==> config.mk <==
export PLATFORM = sky130hd
export DESIGN_NAME = vec_issue_queue
export DESIGN_NICKNAME = d
export VERILOG_FILES = /design/src/rtl/vec_issue_queue.sv
export SDC_FILE = /design/constraint.sdc
export NUM_CORES = 1
export LEC_CHECK = 0
export CELL_PAD_IN_SITES_DETAIL_PLACEMENT = 1
export CELL_PAD_IN_SITES_GLOBAL_PLACEMENT = 2
export CORE_ASPECT_RATIO = 2
export CORE_UTILIZATION = 38
export DETAILED_ROUTE_END_ITERATION = 8
export GPL_TIMING_DRIVEN = 0
export PLACE_DENSITY = 0.72
export RECOVER_POWER = 25
export SLEW_MARGIN = 30
export SYNTH_ARGS = -nofsm -noshare
export SYNTH_HDL_FRONTEND = slang
export SYNTH_SLANG_ARGS = --single-unit
==> constraint.sdc <==
create_clock -name clk -period 3.5 [get_ports clk]
set_input_delay 0.7 -clock clk [delete_from_list [all_inputs] [get_ports clk]]
set_output_delay 0.7 -clock clk [all_outputs]
set_load 0.02 [all_outputs]
==> src/rtl/vec_issue_queue.sv <==
// In-order issue queue between the scalar core and the vector datapath.
// Buffers DEPTH instructions with operands and runs one at a time through an IDLE/EXEC/ACK handshake.
module vec_issue_queue #(
    parameter int XLEN  = 32,
    parameter int DEPTH = 4,
    parameter int CNT_W = 16
) (
    input  logic                     clk,
    input  logic                     reset,
    input  logic                     inst_valid,
    input  logic [XLEN-1:0]          instruction,
    input  logic [XLEN-1:0]          rs1_data,
    input  logic [XLEN-1:0]          rs2_data,
    output logic                     vec_pro_ready,
    output logic                     issue_valid,
    output logic [XLEN-1:0]          issue_inst,
    output logic [XLEN-1:0]          issue_rs1,
    output logic [XLEN-1:0]          issue_rs2,
    input  logic                     inst_done,
    output logic                     vec_pro_ack,
    input  logic                     scalar_pro_ready,
    output logic [$clog2(DEPTH):0]   occupancy,
    output logic [CNT_W-1:0]         retire_cnt
);
    localparam int PTR_W = $clog2(DEPTH);
    localparam int CW    = PTR_W + 1;

    typedef enum logic [1:0] {IDLE, EXEC, ACK} state_t;

    state_t            state_q;
    logic [PTR_W-1:0]  wr_ptr_q;
    logic [PTR_W-1:0]  rd_ptr_q;
    logic [CW-1:0]     count_q;
    logic [CW-1:0]     count_d;
    logic [CNT_W-1:0]  retire_q;

    logic [XLEN-1:0]   inst_mem [DEPTH];
    logic [XLEN-1:0]   rs1_mem  [DEPTH];
    logic [XLEN-1:0]   rs2_mem  [DEPTH];

    logic push;
    logic pop;

    // Ready comes from the registered count only, so a same-cycle pop never frees a slot early.
    assign vec_pro_ready = !reset && (count_q < CW'(DEPTH));
    assign push          = inst_valid && vec_pro_ready;
    assign pop           = (state_q == EXEC) && inst_done;

    always_comb begin
        count_d = count_q;
        if (push && !pop) begin
            count_d = count_q + CW'(1);
        end else if (!push && pop) begin
            count_d = count_q - CW'(1);
        end
    end

    always_ff @(posedge clk) begin
        if (reset) begin
            state_q  <= IDLE;
            wr_ptr_q <= '0;
            rd_ptr_q <= '0;
            count_q  <= '0;
            retire_q <= '0;
        end else begin
            count_q <= count_d;
            if (push) begin
                wr_ptr_q <= wr_ptr_q + PTR_W'(1);
            end
            if (pop) begin
                rd_ptr_q <= rd_ptr_q + PTR_W'(1);
                retire_q <= retire_q + CNT_W'(1);
            end
            case (state_q)
                IDLE:    if (count_q != '0) state_q <= EXEC;
                EXEC:    if (inst_done) state_q <= ACK;
                ACK:     if (scalar_pro_ready) state_q <= IDLE;
                default: state_q <= IDLE;
            endcase
        end
    end

    // Payload storage carries no reset; the head slot cannot be overwritten while it is counted.
    always_ff @(posedge clk) begin
        if (push) begin
            inst_mem[wr_ptr_q] <= instruction;
            rs1_mem[wr_ptr_q]  <= rs1_data;
            rs2_mem[wr_ptr_q]  <= rs2_data;
        end
    end

    assign issue_valid = (state_q == EXEC);
    assign vec_pro_ack = (state_q == ACK);
    assign issue_inst  = issue_valid ? inst_mem[rd_ptr_q] : '0;
    assign issue_rs1   = issue_valid ? rs1_mem[rd_ptr_q]  : '0;
    assign issue_rs2   = issue_valid ? rs2_mem[rd_ptr_q]  : '0;
    assign occupancy   = count_q;
    assign retire_cnt  = retire_q;

endmodule

==> impl_metrics.csv <==
group,metric,value,unit
critical_path,crit_path_end,"issue_inst[17]",
critical_path,reg2reg_to,"occupancy[2]",
synth,yosysSeqAreaShare,76.73,%
synth,synth_flop_cell,"edfxtp_1",
timing,slew_violations,0,
critical_path,reg2reg_slack,1030,ps
synth,syn_inst,746,
drt,vias,7785,
floorplan,ios,219,
global_routing,grt_first_pass_wirelength,51960,um
global_routing,antenna_found_initial,10,
floorplan,die_w,145.9,um
critical_path,crit_path_max_fanout,10,
critical_path,r2r_start,"occupancy[2]",
global_routing,grtUsageTotal,16.79,%
synth,synth_edf_count,384,
pwr,p_leak,0.006483,uW
cts,clk_pin_slew,60,ps
hold_path,hp-class,"flip-flop to flip-flop",
final_layout,regArea,12070,um2
drt,drtPass1Iterations,4,
drt,via_per_inst,4.930,
final_layout,multi_input_area,3472,um2
timing,rsz0062_at_grt,"false",
drt,wl_per_cell,22.12,um
timing,setup_violations,0,
drt,first_iter_violations,329,
critical_path,startpoint_type,"flip-flop",
global_routing,grt_pass1_vias,8572,
placement,dp_hpwl,24730,um
cts,insertion_delay,530,ps
placement,portBuffers,218,
timing,max_freq,0.2954,GHz
synth,yosysWarnings,0,
drt,wl,34920,um
floorplan,rows,105,
critical_path,r2r_cells,9,
synth,syn_area_per_cell,21.09,um2
timing,max_slew.worst_pin.slew,670.5,ps
global_routing,grt_start_max_net_pins,36,
cts,cts_made_buffers,37,
final_layout,finalNetCount,1121,
placement,post-place-ws,40.38,ps
cts,cts_tree,"built",
final_layout,num-fill-cells,3798,
critical_path,crit_path_end_kind,"output pin",
floorplan,die-area,42270,um2
cts,htree_levels,2,
final_layout,mostFrequentLayoutCells,"edfxtp_1, clkdlybuf4s50_1, and2_1",
final_layout,area_growth,27.34,%
final_layout,final_layout_size_suffix_gt1_share,18.75,%
cts,clock_sinks,411,
floorplan,start_util,38.51,%
critical_path,critPathRequiredTime,2800,ps
status,status,"complete, no violations",
drt,drc_errors,0,
placement,place.gp.congestion,0.6849,
timing,finClkSkew,16.23,ps
synth,postSynth.asyncResetShare,0,%
floorplan,die_h,289.8,um
timing,hold_violations,0,
timing,layout_setup_ws,114.7,ps
final_layout,final_core_util,49.03,%
cts,root_buffer,"clkbuf_16",
timing,max_slew_margin,55.30,%
global_routing,grt-ovfl-total,0,
drt,ant_nets,0,
floorplan,coreArea,40860,um2
pwr,vdd_drop_max,0.3722,mV
critical_path,path_class,"flip-flop to output pin",
cts,hold_buffers,0,
timing,min_period_over_period,96.72,%
synth,ys_ff_latch,411,
cts,cts.path.max_buffers,3,
synth,syn-num-nets,854,
critical_path,cp.arrival,2690,ps
pwr,powerDensity,605.8,nW/um2
final_layout,final_common_cell,"edfxtp_1",
synth,ys_types,37,
flow_run,cap_violations,0,
timing,min_period,3385,ps
synth,netlist_area,15730,um2
## metrics by stage
stage	TNS (ps)	power [uW]	instance area [um2]	hold WS, ps	std cells
3_3_place_gp	-251440	8409	18590	485.8	1499
2_1_floorplan	0	7281	15740	453.4	746
4_1_cts	-477.4	12360	19990	511.2	1575
3_5_place_dp	0	8467	18830	500.6	1510
5_1_grt	0	12640	20030	533.2	1578
6_report	0	12140	20030	505.8	1579
## critical path: stages, from the launching register on
cell	delay, ps
dfxtp_2	480
clkbuf_1	540
mux4_2	400
and2_1	180
clkdlybuf4s50_1	560
## power by group
group / internal, uW / switching, uW / leakage (uW)
Clock: 2170 / 1700 / 0.000568
Sequential: 5660 / 88.8 / 0.00370
Combinational: 1250 / 1280 / 0.00221
Total: 9070 / 3070 / 0.00648
## cell type report
cell class,instances,share of cell area (%)
Sequential cell,411,60.26
Multi-Input combinational cell,294,17.33
Timing Repair Buffer,229,12.11
Clock buffer,51,5.196
Tap cell,535,3.341
Buffer,36,1.105
Clock inverter,15,0.5309
Inverter,4,0.07494
Antenna cell,4,0.04996
## cell usage after synthesis, types with 2 or more instances
master	n	area share [%]
edfxtp_1	384	73
and2_1	98	3.9
mux4_2	96	14
dfxtp_1	27	3.4
clkbuf_1	19	0.45
nor2_1	19	0.45
buf_2	10	0.32
nand2_1	10	0.24
and3_1	8	0.32
xor2_1	8	0.45
xnor2_1	7	0.39
a21oi_1	6	0.19
buf_6	6	0.43
ha_1	6	0.48
inv_1	4	0.095
nand4_1	4	0.16
o21ai_0	4	0.13
or3_1	4	0.16
nor2b_1	3	0.12
and4_1	2	0.11
buf_1	2	0.048
mux2_2	2	0.14
nand3_1	2	0.064
nor4_1	2	0.080
## layer usage
layer	GRT usage, %	share of wire, %	vias up
li1	-	-	3522
met3	3.752	5.3	61
met2	32.87	58	193
met1	16.79	34	3999
met5	0	0.20	-
met4	7.184	2.8	10
## sequential cells by signal, indices dropped and copies added (netlist names), named ones only
name,count
retire_cnt,16
rs1_mem,128
wr_ptr_q,2
rd_ptr_q,2
rs2_mem,128
inst_mem,128
state_q,2
occupancy,3
## worst min path at each step
stage	start	cells after the start	to	slack, ps
after detailed placement	retire_cnt[1]	2	retire_cnt[1]	500
after global routing	retire_cnt[1]	2	retire_cnt[1]	530
final	retire_cnt[1]	2	retire_cnt[1]	510
after CTS	retire_cnt[1]	2	retire_cnt[1]	510
after floorplan	state_q[1]	1	state_q[0]	450
after global placement	retire_cnt[1]	2	retire_cnt[1]	490
## cells by family after synthesis
kind of cell	count (synthesis)	share of synthesized area (%)
flip-flops	411	76.73
AND/OR/NAND/NOR	161	6.116
multiplexers	99	13.95
buffers and inverters	41	1.344
XOR/XNOR	15	0.8351
AO/OA/AOI/OAI	12	0.4215
adder cells (fa/ha/maj)	7	0.6044
## repair_timing
| item | CTS | global route |
|---|---|---|
| setup buffers | 0 | 0 |
| endpoints found under the hold margin | 0 | 0 |
| setup endpoints to repair | 97 | 64 |
| gates cloned | 0 | 0 |
| resized for setup | 10 | 24 |
Note: power is estimated with default switching activity, not from simulation.
